--- config.mk ---
export PLATFORM = sky130hd
export DESIGN_NAME = mouse_pos_accum
export DESIGN_NICKNAME = d
export VERILOG_FILES = /design/src/rtl/mouse_pos_accum.sv
export SDC_FILE = /design/constraint.sdc
export NUM_CORES = 1
export LEC_CHECK = 0
export CAP_MARGIN = 5
export CELL_PAD_IN_SITES_DETAIL_PLACEMENT = 0
export CELL_PAD_IN_SITES_GLOBAL_PLACEMENT = 1
export CORE_UTILIZATION = 42
export CTS_CLUSTER_SIZE = 25
export DETAILED_ROUTE_END_ITERATION = 10
export PLACE_DENSITY_LB_ADDON = 0.08
export SLEW_MARGIN = 15
export SYNTH_ARGS = -nofsm -noshare
export SYNTH_HDL_FRONTEND = slang
export SYNTH_SLANG_ARGS = --single-unit
--- constraint.sdc ---
create_clock -name clk_sys -period 9 [get_ports clk_sys]
set_input_delay 1.8 -clock clk_sys [delete_from_list [all_inputs] [get_ports clk_sys]]
set_output_delay 1.8 -clock clk_sys [all_outputs]
set_load 0.1 [all_outputs]
--- src/rtl/mouse_pos_accum.sv ---
// mouse_pos_accum: per-channel relative mouse delta accumulator with clamp/wrap, recentre and spring-return decay
module mouse_pos_accum #(
  parameter int CHANNELS  = 2,
  parameter int IN_W      = 9,
  parameter int POS_W     = 10,
  parameter int OUT_W     = 8,
  parameter int SHIFT     = 1,
  parameter int SATURATE  = 1,
  parameter int IDLE_CYC  = 0,
  parameter int DECAY_DIV = 4096,
  localparam int IDX_W    = CHANNELS > 1 ? $clog2(CHANNELS) : 1
) (
  input  logic                      clk_sys,
  input  logic                      reset_n,
  input  logic                      mouse_strobe,
  input  logic [IDX_W-1:0]          mouse_idx,
  input  logic [IN_W-1:0]           mouse_x,
  input  logic [IN_W-1:0]           mouse_y,
  input  logic [7:0]                mouse_flags,
  input  logic [CHANNELS-1:0]       recentre,
  output logic [CHANNELS*POS_W-1:0] pos_x,
  output logic [CHANNELS*POS_W-1:0] pos_y,
  output logic [CHANNELS*OUT_W-1:0] an_x,
  output logic [CHANNELS*OUT_W-1:0] an_y,
  output logic [CHANNELS*3-1:0]     btns,
  output logic [CHANNELS-1:0]       moved
);
  localparam int PW = DECAY_DIV > 1 ? $clog2(DECAY_DIV) : 1;
  localparam int IW = IDLE_CYC > 0 ? $clog2(IDLE_CYC + 1) : 1;
  localparam logic signed [POS_W:0] HI = (POS_W+1)'(2**(OUT_W+SHIFT-1) - 1);
  localparam logic signed [POS_W:0] LO = (POS_W+1)'(-(2**(OUT_W+SHIFT-1)));
  typedef enum logic {TRACK, DECAY} state_t;
  logic [PW-1:0] pre;
  logic tick;
  logic unused;
  assign unused = ^mouse_flags[7:3];
  assign tick = pre == PW'(DECAY_DIV - 1);
  always_ff @(posedge clk_sys)
    if (!reset_n) pre <= '0;
    else pre <= tick ? '0 : pre + 1'b1;
  function automatic logic [POS_W-1:0] acc(input logic [POS_W-1:0] p, input logic [IN_W-1:0] d);
    logic signed [POS_W:0] s;
    s = $signed({p[POS_W-1], p}) + $signed({{(POS_W+1-IN_W){d[IN_W-1]}}, d});
    return SATURATE != 0 ? (s > HI ? HI[POS_W-1:0] : s < LO ? LO[POS_W-1:0] : s[POS_W-1:0]) : s[POS_W-1:0];
  endfunction
  function automatic logic [POS_W-1:0] toward_zero(input logic [POS_W-1:0] p);
    return p == '0 ? p : p[POS_W-1] ? p + 1'b1 : p - 1'b1;
  endfunction
  for (genvar n = 0; n < CHANNELS; n++) begin : g_ch
    logic [POS_W-1:0] px, py, nx, ny;
    logic [OUT_W-1:0] ax, ay;
    logic [2:0] b;
    logic mv, hit, clr, step_en;
    logic [IW-1:0] idle, idle_n;
    state_t st, st_n;
    assign hit = mouse_strobe && mouse_idx == IDX_W'(n);
    assign clr = hit || recentre[n] || IDLE_CYC == 0;
    // recentre beats a same-cycle strobe, which in turn beats a decay tick
    always_comb begin
      st_n = clr ? TRACK : (st == TRACK && idle == IW'(IDLE_CYC)) ? DECAY : st;
      idle_n = clr ? '0 : (st == TRACK && idle != IW'(IDLE_CYC)) ? idle + 1'b1 : idle;
      step_en = !clr && st == DECAY && tick;
      nx = recentre[n] ? '0 : hit ? acc(px, mouse_x) : step_en ? toward_zero(px) : px;
      ny = recentre[n] ? '0 : hit ? acc(py, mouse_y) : step_en ? toward_zero(py) : py;
    end
    always_ff @(posedge clk_sys)
      if (!reset_n) begin
        px <= '0;
        py <= '0;
        ax <= OUT_W'(2**(OUT_W-1));
        ay <= OUT_W'(2**(OUT_W-1));
        b <= '0;
        mv <= 1'b0;
        idle <= '0;
        st <= TRACK;
      end else begin
        px <= nx;
        py <= ny;
        ax <= {~px[OUT_W+SHIFT-1], px[OUT_W+SHIFT-2:SHIFT]};
        ay <= {~py[OUT_W+SHIFT-1], py[OUT_W+SHIFT-2:SHIFT]};
        b <= hit ? mouse_flags[2:0] : b;
        mv <= nx != px || ny != py;
        idle <= idle_n;
        st <= st_n;
      end
    assign pos_x[n*POS_W +: POS_W] = px;
    assign pos_y[n*POS_W +: POS_W] = py;
    assign an_x[n*OUT_W +: OUT_W] = ax;
    assign an_y[n*OUT_W +: OUT_W] = ay;
    assign btns[n*3 +: 3] = b;
    assign moved[n] = mv;
  end
endmodule
After elaboration in Yosys (flattened, before gate mapping)
Index checks and enable logic that the tools add are counted.
Storage, ports and cells
  bits of input ports: 32
  logic and storage cells: 53
  output and inout port bits: 80
  memory bits (read-only): 0
  RAM bits: 0
  memories kept: 0
  latch bits: 0
  flip-flop bits (word level): 80
Cells by class
  reductions and logical operators: 4
  shift operators: 0
  div/mod/pow operators: 0
  magnitude comparators: 8
  $add $sub $neg: 4
  $mul: 0
  bitwise gates (word level): 5
  mux-type cells: 16
  eq/ne operators: 4
Operators with widths (count)
  10-bit two-way mux: 16
  10-bit by 9-bit adder with 11-bit output: 4
  11-bit by 9-bit > comparator with 1-bit output (second input constant): 4
  11-bit by 9-bit less-than comparator with 1-bit output (second input constant): 4
  10-bit != test: 4
  1-bit inverter: 5
  1-bit logical AND: 2
  1-bit logical OR: 2

Depth between registers and ports, before layout
  depth after elaboration: 8
  mapped depth: 14
  gate-level depth less buffers: 13

Worst setup path after synthesis
Ideal clock, no wire load.
  kind: input to register
  start: input port mouse_y[0]
  end: register g_ch[0].mv
  library setup time: 0.125 ns
  cell stages on the path: 13
  slack: 4.295 ns
  data required time: 8.875 ns
  arrival: 4.580 ns
  path buffers: 0
  cells stage by stage: ha_1 inv_1 fa_1 nor2b_4 o31a_1 o31a_4 xnor2_2 o211ai_1 o311ai_2 a222oi_1 a21boi_1 o2111ai_1 o41a_1
Between the ends
  word-level cells in the longest chain between the ends: 8
  elaborated cells on any way between the ends: 9
  those cells by class: add/sub (1); order compare (2); eq/ne (1); mux (4); reduce/logical (1)
RTL lines
  start: declaration: RTL line 18  | input logic [IN_W-1:0] mouse_y,
  10-bit by 9-bit adder with 11-bit output (*): RTL line 43  | s = $signed({p[POS_W-1], p}) + $signed({{(POS_W+1-IN_W){d[IN_W-1]}}, d});
  11-bit by 9-bit less-than comparator with 1-bit output: RTL line 44  | return SATURATE != 0 ? (s > HI ? HI[POS_W-1:0] : s < LO ? LO[POS_W-1:0] : s[POS_W-1:0]) : s[POS_W-1:0];
  10-bit two-way mux: RTL line 44
  10-bit two-way mux (*): RTL line 44
  10-bit two-way mux (*) (2 in series): RTL line 64  | ny = recentre[n] ? '0 : hit ? acc(py, mouse_y) : step_en ? toward_zero(py) : py;
  10-bit != test (*): RTL line 82  | mv <= nx != px || ny != py;
  1-bit logical OR (*): RTL line 82
  end signal: assignment: RTL line 82
  end: declaration: RTL line 53  | logic mv, hit, clr, step_en;
Every way passes the cells marked *; elsewhere a longest branch is shown, timed or not.
A chain may end at the register's enable or synchronous reset.

Final worst setup path
  start: input port mouse_x[0]
  end: register g_ch[1].mv
Between the ends
  word-level cells in the longest chain between the ends: 8
  elaborated cells on any way between the ends: 9
  those cells by class: add/sub (1); order compare (2); eq/ne (1); mux (4); reduce/logical (1)
RTL lines
  start: declaration: RTL line 17  | input logic [IN_W-1:0] mouse_x,
  10-bit by 9-bit adder with 11-bit output (*): RTL line 43
  11-bit by 9-bit less-than comparator with 1-bit output: RTL line 44
  10-bit two-way mux: RTL line 44
  10-bit two-way mux (*): RTL line 44
  10-bit two-way mux (*) (2 in series): RTL line 63  | nx = recentre[n] ? '0 : hit ? acc(px, mouse_x) : step_en ? toward_zero(px) : px;
  10-bit != test (*): RTL line 82
  1-bit logical OR (*): RTL line 82
  end signal: assignment: RTL line 82
  end: declaration: RTL line 53
Marks and branches as above.

==> impl_metrics.py <==
metrics = {
    "power": {
        "power.share.clock": 0.360,
        "swShare": 0.351,
        "p_leak_nw": 2.75,
        "p_int_mw": 0.727,
        "vdd_drop_max_mv": 0.0705,
        "power.total_mw": 1.12,
        "power_density_mw_per_mm2": 157,
        "power.net_switching_mw": 0.393,
        "pwr-share-seq": 0.341,
        "combPwrFrac": 0.299,
    },
    "global_routing": {
        "grt_max_degree": 34,
        "grt_pass1_wl_mm": 27.6,
        "grt-ovfl-total": 0,
        "grt_pass1_vias": 5270,
        "antenna_found_initial": 0,
        "gr-usage-all-layers": 0.248,
    },
    "cells_and_area": {
        "drive_gt1_frac": 0.0631,
        "fin_nets": 863,
        "n_fill_cell": 1225,
        "stdcell_count": 964,
        "antenna_cells": 0,
        "register_area_mm2": 0.00160,
        "multiInputGateArea_mm2": 0.00378,
        "syn2layout_area_growth_pct": 26.6,
    },
    "timing": {
        "slew_viol_final": 0,
        "maxSlewHeadroom": 0.336,
        "setup_viol": 0,
        "fin_skew_ns": 0.00769,
        "min_period_ns": 5.49,
        "worst_pin_slew_ns": 0.993,
        "hold_viol_final": 0,
        "min_period_over_period": 0.610,
        "fmax_mhz": 182,
        "tns_ns": 0,
        "rsz0062_at_grt": "false",
    },
    "drt": {
        "vias": 5518,
        "first_iter_violations": 493,
        "vias_per_cell": 5.72,
        "drtPass1Iterations": 7,
        "routed_wirelength_mm": 16.9,
        "drcViolationCount": 0,
        "avgRoutedWirePerCell_um": 17.5,
        "ant_nets": 0,
    },
    "yosys": {
        "yosys_warnings": 0,
        "async_flop_share": 0,
        "mappedNetlistArea_mm2": 0.00564,
        "synth_fp_nets": 769,
        "synth.area.top_cells": "dfxtp_1 28%, ha_1 8.9%, nor2_1 5.6%",
        "synth.distinct_cells": 84,
        "synth-main-ff-cell": "dfxtp_1",
        "avgSynthCellArea_um2": 8.14,
        "synth_top_area_share": 0.284,
        "synth_edf_count": 0,
        "synth_top_area_cell": "dfxtp_1",
        "syn_inst": 693,
        "ys_ff_latch": 80,
        "seq_area_frac_synth": 0.284,
    },
    "floorplan": {
        "die_y_um": 118,
        "dieWidth_um": 118,
        "start_util": 0.438,
        "die_area_mm2": 0.0139,
        "ios": 112,
        "rows": 41,
        "core_mm2": 0.0129,
    },
    "cts": {
        "postCtsSetupRepairBufs": 0,
        "clockBufferDepth": 2,
        "insertion_delay_ns": 0.34,
        "hold_buffers": 0,
        "cts_tree": "yes",
        "cts.sinks": 80,
        "cts_resized": 0,
        "htree_levels": 3,
        "cts-buffers-inserted": 9,
        "cts.clk_slew.worst_paths_ns": 0.06,
        "cts-root-buf": "clkbuf_16",
    },
    "setup_path": {
        "worstSetupPathType": "input port to register",
        "worstSetupEndpointType": "register",
        "critPathArrivalTime_ns": 5.66,
        "cp-start-kind": "input port",
        "critPathMaxFanout": 8,
        "required_ns": 9.17,
    },
    "hold_path": {
        "hp-class": "register to register",
    },
    "placed_design": {
        "place_inst": 947,
        "numPortBuffers": 106,
        "place_hpwl_mm": 12.7,
        "gp_congestion": 0.895,
    },
    "flow_run": {
        "drv_cap": 0,
    },
    "run_status": {
        "status": "complete, no violations",
    },
}
[layer usage]
metal  vias up  global-route usage  routed length (um)
met1      2579               0.355                8320
met2       158               0.375                7380
met5         -                   0                   0
met3        25              0.0388                 829
li1       2756                   -                   -
met4         0              0.0881                 375
[flip-flops by register name, indices dropped and copies added (netlist names)]
name,count
g_ch.ay,16
g_ch.mv,2
g_ch.px,20
g_ch.b,6
g_ch.py,20
g_ch.ax,16
[final timing paths]
path	start	end	slack (ns)	depth (start not counted)
hold reg to reg	g_ch[0].b[0]	g_ch[0].b[0]	0.46	2
hold / removal	g_ch[0].b[0]	g_ch[0].b[0]	0.46	2
setup reg to reg	g_ch[1].px[0]	g_ch[1].mv	5.10	14
setup / recovery	mouse_x[0]	g_ch[1].mv	3.51	15
[placed cells by master (no fill, tap or decap), drive strengths merged, types with 6 or more instances in the layout]
cell type,synthesis,routed
o22ai,10,10
and3,6,6
nor4,8,8
nand2,45,45
inv,29,29
nand2b,13,13
buf,8,6
o21ai,41,41
nor3,24,24
dfxtp,80,80
o21a,14,14
clkdlybuf4s50,0,106
nand3,11,11
a211oi,21,21
and2,28,28
xor2,15,15
nor2b,8,8
nand4,8,8
a21o,15,15
a21oi,49,49
nor2,84,84
o211ai,11,11
clkbuf,21,11
o311ai,6,6
xnor2,12,12
ha,40,40
[Yosys cell counts, drive strengths merged, types with 10 or more instances]
cell,n
nor2,84
dfxtp,80
a21oi,49
nand2,45
o21ai,41
ha,40
inv,29
and2,28
nor3,24
a211oi,21
clkbuf,21
a21o,15
xor2,15
o21a,14
nand2b,13
xnor2,12
nand3,11
o211ai,11
o22ai,10
[cell type report]
| cell class | count | share of cell area |
|---|---|---|
| timing repair buffer | 112 | 0.155 |
| inverter | 30 | 0.0158 |
| multi-input combinational | 554 | 0.530 |
| tap | 172 | 0.0301 |
| clock buffer | 11 | 0.0340 |
| sequential | 80 | 0.224 |
| clock inverter | 5 | 0.0112 |
[stage by stage]
stage          worst slack, ns  cell area, um2  hold slack, ns  utilization
5_1_grt                   3.19            7140           0.494        0.554
4_1_cts                   3.19            7130           0.465        0.554
3_5_place_dp              2.88            6810           0.450        0.529
6_report                  3.51            7140           0.463        0.554
3_3_place_gp              2.95            6810           0.445        0.529
2_1_floorplan             4.29            5640           0.838            -
[power by group through the flow]
stage	sequential, mW	combinational (mW)	clock (mW)
floorplan	0.464	0.177	0
global placement	0.390	0.328	0
detailed placement	0.390	0.331	0
CTS	0.382	0.333	0.407
global route	0.384	0.362	0.423
finish	0.382	0.335	0.403
[worst max-delay path, stage by stage]
cell             delay (ns)
clkdlybuf4s50_1        0.54
ha_1                   0.22
inv_1                  0.06
fa_1                   0.39
nand2b_1               0.18
a21oi_1                0.33
o41a_1                 0.33
xnor2_1                0.12
a221oi_1               0.52
buf_2                  0.29
nor2_1                 0.08
o21ai_0                0.23
nand4_1                0.14
nor4bb_1               0.28
a41oi_1                0.14
[cell families (layout without fill, tap and decap cells)]
| kind of cell | count (synthesis) | in the layout | share of synthesized area |
|---|---|---|---|
| simple gates | 250 | 250 | 0.218 |
| compound gates | 227 | 227 | 0.296 |
| mux | 6 | 6 | 0.0111 |
| fa+ha+maj | 44 | 44 | 0.103 |
| xor+xnor | 27 | 27 | 0.0433 |
| buf+inv | 59 | 158 | 0.0453 |
| flops | 80 | 80 | 0.284 |
(Power assumes the default switching activity.)
